--- src/rtl/pattern_stream_gen_if.sv ---
// Port bundle for pattern_stream_gen: parallel word input, inject request,
// serial stream output, status and FSM debug state.
interface pattern_stream_gen_if #(
  parameter int WIDTH = 8
);
  // Word handshake: a word transfers on a rising edge where valid_i & ready_o;
  // the source holds data_i stable and valid_i high until that edge, and
  // ready_o may depend combinationally on inject_i.
  logic [WIDTH-1:0] data_i;
  logic             valid_i;
  logic             ready_o;
  logic             inject_i;
  logic             data_o;
  logic             valid_o;
  logic             busy_o;
  logic [7:0]       inj_count_o;
  logic [1:0]       dbg_state;

  modport master (
    output data_i, valid_i, inject_i,
    input  ready_o, data_o, valid_o, busy_o, inj_count_o, dbg_state
  );

  modport slave (
    input  data_i, valid_i, inject_i,
    output ready_o, data_o, valid_o, busy_o, inj_count_o, dbg_state
  );
endinterface

--- src/rtl/pattern_stream_gen.sv ---
// Serialises parallel words MSB-first onto a 1-bit valid stream and inserts
// the 5-bit marker on request, counting completed markers.
module pattern_stream_gen #(
  parameter int         WIDTH   = 8,
  parameter logic [4:0] PATTERN = 5'b11010,
  parameter int         GAP     = 0
) (
  input logic               clk,
  input logic               rst,
  pattern_stream_gen_if.slave bus
);

  typedef enum logic [1:0] {
    IDLE     = 2'd0,
    SHIFT_D  = 2'd1,
    SHIFT_P  = 2'd2,
    GAP_WAIT = 2'd3
  } state_t;

  // The shifter must also hold the 5-bit marker when WIDTH < 5; both are left-aligned.
  localparam int SR_W = (WIDTH > 5) ? WIDTH : 5;
  localparam logic [SR_W-1:0] MARK_ALIGNED = SR_W'(PATTERN) << (SR_W - 5);

  state_t          state_q, state_d;
  logic [SR_W-1:0] sr_q, sr_d;
  logic [SR_W-1:0] word_aligned;
  logic [4:0]      bit_cnt_q, bit_cnt_d;
  logic [3:0]      gap_q, gap_d;
  logic            inj_pend_q, inj_pend_d;
  logic [7:0]      cnt_q, cnt_d;
  logic            data_q, valid_q;
  logic            data_d, valid_d;
  logic            last_bit, ready, take;

  assign word_aligned = SR_W'(bus.data_i) << (SR_W - WIDTH);
  assign last_bit     = ((state_q == SHIFT_D) || (state_q == SHIFT_P)) && (bit_cnt_q == 5'd0);
  assign take         = bus.valid_i && ready;

  // State and datapath registers
  always_ff @(posedge clk or negedge rst) begin
    if (!rst) begin
      state_q    <= IDLE;
      sr_q       <= '0;
      bit_cnt_q  <= '0;
      gap_q      <= '0;
      inj_pend_q <= 1'b0;
      cnt_q      <= '0;
      data_q     <= 1'b0;
      valid_q    <= 1'b0;
    end else begin
      state_q    <= state_d;
      sr_q       <= sr_d;
      bit_cnt_q  <= bit_cnt_d;
      gap_q      <= gap_d;
      inj_pend_q <= inj_pend_d;
      cnt_q      <= cnt_d;
      data_q     <= data_d;
      valid_q    <= valid_d;
    end
  end

  // Next-state logic
  always_comb begin
    state_d    = state_q;
    sr_d       = sr_q;
    bit_cnt_d  = bit_cnt_q;
    gap_d      = gap_q;
    cnt_d      = cnt_q;
    inj_pend_d = inj_pend_q | bus.inject_i;
    case (state_q)
      IDLE: begin
        if (inj_pend_q) begin
          state_d    = SHIFT_P;
          sr_d       = MARK_ALIGNED;
          bit_cnt_d  = 5'd4;
          inj_pend_d = 1'b0;
        end else if (take) begin
          state_d   = SHIFT_D;
          sr_d      = word_aligned;
          bit_cnt_d = 5'(WIDTH - 1);
        end
      end
      SHIFT_D, SHIFT_P: begin
        sr_d      = sr_q << 1;
        bit_cnt_d = bit_cnt_q - 5'd1;
        if (bit_cnt_q == 5'd0) begin
          if ((state_q == SHIFT_P) && (cnt_q != 8'hFF)) cnt_d = cnt_q + 8'd1;
          if (GAP > 0) begin
            state_d = GAP_WAIT;
            gap_d   = 4'(GAP);
          end else if (inj_pend_q || bus.inject_i) begin
            // A same-cycle inject is consumed here, so it never sets the flag.
            state_d    = SHIFT_P;
            sr_d       = MARK_ALIGNED;
            bit_cnt_d  = 5'd4;
            inj_pend_d = 1'b0;
          end else if (take) begin
            state_d   = SHIFT_D;
            sr_d      = word_aligned;
            bit_cnt_d = 5'(WIDTH - 1);
          end else begin
            state_d = IDLE;
          end
        end
      end
      GAP_WAIT: begin
        gap_d = gap_q - 4'd1;
        if (gap_q <= 4'd1) state_d = IDLE;
      end
      default: state_d = IDLE;
    endcase
  end

  // Outputs; ready is withheld on a last bit with a same-cycle inject,
  // because the marker wins that slot and the word must not be lost.
  always_comb begin
    ready   = rst && !inj_pend_q &&
              ((state_q == IDLE) || (last_bit && (GAP == 0) && !bus.inject_i));
    valid_d = (state_d == SHIFT_D) || (state_d == SHIFT_P);
    data_d  = valid_d && sr_d[SR_W-1];
  end

  assign bus.ready_o     = ready;
  assign bus.busy_o      = (state_q != IDLE) || inj_pend_q;
  assign bus.data_o      = data_q;
  assign bus.valid_o     = valid_q;
  assign bus.inj_count_o = cnt_q;
  assign bus.dbg_state   = state_q;

endmodule

--- src/flat_wrapper.sv ---
// flat-port wrapper written by rule: the top's interface ports become plain ports
module pattern_stream_gen_flat 
#(
  parameter int         WIDTH   = 8,
  parameter logic [4:0] PATTERN = 5'b11010,
  parameter int         GAP     = 0
)
  (clk, rst, bus_data_i, bus_valid_i, bus_inject_i, bus_ready_o, bus_data_o, bus_valid_o, bus_busy_o, bus_inj_count_o, bus_dbg_state);
  pattern_stream_gen_if #(.WIDTH(WIDTH)) bus_i ();
  input logic clk;
  input logic rst;
  input wire logic [$bits(bus_i.data_i)-1:0] bus_data_i;
  input wire logic [$bits(bus_i.valid_i)-1:0] bus_valid_i;
  input wire logic [$bits(bus_i.inject_i)-1:0] bus_inject_i;
  output wire logic [$bits(bus_i.ready_o)-1:0] bus_ready_o;
  output wire logic [$bits(bus_i.data_o)-1:0] bus_data_o;
  output wire logic [$bits(bus_i.valid_o)-1:0] bus_valid_o;
  output wire logic [$bits(bus_i.busy_o)-1:0] bus_busy_o;
  output wire logic [$bits(bus_i.inj_count_o)-1:0] bus_inj_count_o;
  output wire logic [$bits(bus_i.dbg_state)-1:0] bus_dbg_state;
  assign bus_i.data_i = bus_data_i;
  assign bus_i.valid_i = bus_valid_i;
  assign bus_i.inject_i = bus_inject_i;
  assign bus_ready_o = bus_i.ready_o;
  assign bus_data_o = bus_i.data_o;
  assign bus_valid_o = bus_i.valid_o;
  assign bus_busy_o = bus_i.busy_o;
  assign bus_inj_count_o = bus_i.inj_count_o;
  assign bus_dbg_state = bus_i.dbg_state;
  pattern_stream_gen #(.WIDTH(WIDTH), .PATTERN(PATTERN), .GAP(GAP)) u_core (.clk(clk), .rst(rst), .bus(bus_i));
endmodule
--- config.mk ---
export PLATFORM = sky130hd
export DESIGN_NAME = pattern_stream_gen_flat
export DESIGN_NICKNAME = d
export VERILOG_FILES = /design/src/rtl/pattern_stream_gen_if.sv /design/src/rtl/pattern_stream_gen.sv /design/src/flat_wrapper.sv
export SDC_FILE = /design/constraint.sdc
export NUM_CORES = 1
export LEC_CHECK = 0
export ABC_CLOCK_PERIOD_IN_PS = 3200
export BUFFER_PORTS_ARGS = -buffer_cell sky130_fd_sc_hd__buf_4
export CAP_MARGIN = 20
export CORE_UTILIZATION = 60
export CTS_CLUSTER_SIZE = 24
export DETAILED_ROUTE_END_ITERATION = 8
export GPL_ROUTABILITY_DRIVEN = 1
export PLACE_DENSITY = 0.85
export SLEW_MARGIN = 40
export SYNTH_ARGS = -nofsm -noshare
export SYNTH_HDL_FRONTEND = slang
export SYNTH_SLANG_ARGS = --single-unit
export TNS_END_PERCENT = 1
--- constraint.sdc ---
create_clock -name clk -period 3.2 [get_ports clk]
set_input_delay 0.64 -clock clk [delete_from_list [all_inputs] [get_ports clk]]
set_output_delay 0.64 -clock clk [all_outputs]
set_load 0.005 [all_outputs]
==> impl_results.md <==
* Status: finished, final reports clean
* Crit share post-route at 84.84%
* Post-route cell area at 2006 sq um
* Highest net fanout along the worst path at 9
* WL/cell at 16.54 um
* Reg2Reg Depth at 7
* Die Ht at 56.01 um
* Core Region at 2758 sq um
* GRT Overall Usage at 25.17%
* Unrepaired setup endpoints after global routing: no
* Number of synthesized register bits at 30
* Crit Path Class: reg2out
* Fill count at 214
* Total net switching power at 0.8730 mW
* Synth async-reset ratio at 100.0%
* Initial Util at 63.48%
* DRT antenna net count at 0
* Synth Warn # at 0
* Critical Path Max Stage Delay at 0.49 ns
* Top_reg_cell synth: dfrtp_1
* H-tree Lvls at 2
* Vias after detailed routing at 1505
* CTS tree: built
* Initial antenna violation count at 0
* GPL Wtd Cong at 0.9033
* Max VDD drop at 642.6 uV
* Hold violation count in the final report at 0
* DRC at 0
* Clock skew at 0.01366 ns
* Max-Cap Viols at 0
* Worst rel slew slack at 63.02%
* I/O pin count at 26
* Final cell count without fillers at 236
* Total CTS buffers at 5
* Clock root cell: clkbuf_4
* Row Count at 19
* Critical Path AT at 2.08 ns
* Vias in the first global route at 1517
* Global-route wire length before repair at 6175 um
* Sequential share of the synthesized area at 42.89%
* Setup TNS at 0 ns
* Cell Area, Synth at 1750 sq um
* Internal power at 1.067 mW
* Post_cts resized at 0
* PortBufs at 25
* CP top delay family: simple AND/OR/NAND/NOR gates
* Final hold slack at 0.2295 ns
* Fin. max-slew vios at 0
* Die area at 3137 sq um
* Pwr/cell area at 967.0 nW/um^2
* DP HPWL at 2815 um
* Worst path depth at 6
* Max Fclk at 368.3 MHz
* CTS hold repair buffers at 0
* Die W at 56.01 um
* Largest net degree at the start of global routing at 35
* CTS clk-pin slew, worst paths at 0.10 ns
* Gr ovfl total at 0
* CP max-delay cell: nor4b_4
* Worst-Skew Late Latency at 0.33 ns
* EDFF count, synth at 0
* Worst setup margin at 0.4850 ns
* Combinational share of power at 54.4%
* Clk sink count at 30
* Syn avg cell area at 9.889 sq um
* Nature of the critical path startpoint: flip-flop
* Place WS at 0.8798 ns
* Bufs on Longest Clock Path at 2
* Final WL at 3903 um
* Syn nets at 199
* Postcts setup bufs at 0
* Placed cells at 229
* Clock network fraction of design power at 11.0%
* HP Class: in2async
* Min Tclk post-route at 2.715 ns
* Detailed-router iteration count before antenna repair at 4
* Initial DRC Count at 81
* Share of post-route cells with drive strength above 1 at 19.02%
* Synth unique cells at 49
* Critical path cell sequence: inv_1 > ha_1 > nor4b_4 > and3_1 > o21a_1 > buf_4
* Area after detailed placement at 1958 sq um
* Sw frac at 45.01%
* Nets at 227
* Area growth, synth to finish at 14.58%
* Part of the power in registers at 34.6%
* Crit path capture type: primary output
* Worst Tran Pin Value at 0.5523 ns
* CP bufs+invs at 2
* Diodes inserted at 0
* Routed vias/inst at 6.377
* Leak pwr at 0.9509 nW
* Post-Syn Instances at 177
* CP required at 2.56 ns
* Final setup vio count at 0
-- layout make-up --
type	instances	area [sq um]	area share, %
multi-input combinational	130	928.4	46.29
sequential	30	750.7	37.43
timing repair buffer	26	195.2	9.732
inverter	12	45.04	2.246
tap	31	38.79	1.934
clock buffer	5	37.54	1.871
clock inverter	2	10.01	0.4991
-- Yosys cell counts (5+ instances only) --
cell / number / area (sq um)
a21oi_1: 12 / 60.06
and3_1: 6 / 37.54
dfrtp_1: 30 / 750.7
ha_1: 10 / 125.1
inv_1: 12 / 45.04
nand2_1: 9 / 33.78
nand2b_1: 5 / 31.28
nor2_1: 17 / 63.81
o21ai_0: 8 / 40.04
xnor2_1: 5 / 43.79
xor2_1: 5 / 43.79
-- routing by layer --
layer  GRT usage, %  vias to the layer above  share of wire [%]
met3          5.116                       10                5.1
li1               -                      704                  -
met2          42.18                       53                 51
met5              0                        -                  0
met1          30.63                      738                 42
met4          12.89                        0                2.3
-- worst reg2reg max path, cell delays in order, from the launching register on --
cell and delay, ns:
dfrtp_1 0.44, inv_1 0.10, ha_1 0.19, nor4b_4 0.49, mux2i_1 0.28, a211oi_2 0.12
or4_4 0.52, a41oi_2 0.16
-- flip-flops by register name, indices dropped and copies added (netlist names) --
signal,cells
u_core.inj_pend_q,1
u_core.bus.dbg_state,2
u_core.bit_cnt_q,5
u_core.sr_q,8
u_core.bus.valid_o,1
u_core.gap_q,4
u_core.bus.data_o,1
u_core.bus.inj_count_o,8
-- cells by family (layout without fill, tap and decap cells) --
family                   after synthesis  in the layout  synth area share (%)
AO/OA/AOI/OAI                         49             49                 20.52
XOR/XNOR                              10             10                 5.003
adder cells (fa/ha/maj)               10             10                 7.148
buffers and inverters                 17             45                 4.074
flip-flops                            30             30                 42.89
multiplexers                           3              3                 1.716
AND/OR/NAND/NOR                       58             58                 18.66
-- metrics by stage --
| stage | total power [mW] | utilization, % |
|---|---|---|
| 6_report | 1.940 | 72.73 |
| 5_1_grt | 2.083 | 72.73 |
| 4_1_cts | 1.923 | 72.73 |
| 3_5_place_dp | 1.711 | 71.01 |
| 3_3_place_gp | 1.649 | 71.01 |
| 2_1_floorplan | 1.421 | - |
-- placed cells by master (no fill, tap or decap), types with 2 or more instances in the layout --
master     n
nand4_1    3
o21ai_0    8
o211ai_1   2
o221ai_1   3
nor4_1     2
nand2_1    9
o311a_1    2
xor2_1     5
inv_1     12
a21oi_1   12
a22oi_1    4
mux2i_1    3
and3_1     6
nand2b_1   5
a211oi_1   2
clkinv_2   2
ha_1      10
dfrtp_1   30
buf_4     26
nor2_1    17
xnor2_1    5
nand3_1    4
clkbuf_4   5
o22a_1     2
-- worst paths after layout --
path / to / slack [ns] / start
max in group asynchronous: u_core.bus.inj_count_o[2]$_DFFE_PN0P_ / 2.67 / rst
min reg2reg: u_core.gap_q[3]$_DFFE_PN0N_ / 0.51 / u_core.gap_q[3]$_DFFE_PN0N_
min in group clk: u_core.gap_q[3]$_DFFE_PN0N_ / 0.51 / u_core.gap_q[3]$_DFFE_PN0N_
min: u_core.sr_q[7]$_DFF_PN0_ / 0.23 / rst
max: bus_ready_o / 0.48 / u_core.bit_cnt_q[0]$_DFFE_PN0P_
max reg2reg: u_core.bus.data_o$_DFF_PN0_ / 0.82 / u_core.bit_cnt_q[0]$_DFFE_PN0P_
-- power groups by stage --
stage,sequential (mW),combinational (mW),clock (mW)
4_1_cts,0.666,1.04,0.212
5_1_grt,0.687,1.17,0.226
2_1_floorplan,0.640,0.781,0
3_3_place_gp,0.661,0.988,0
3_5_place_dp,0.674,1.04,0
6_report,0.670,1.06,0.213
Note: power is estimated with default switching activity, not from simulation.
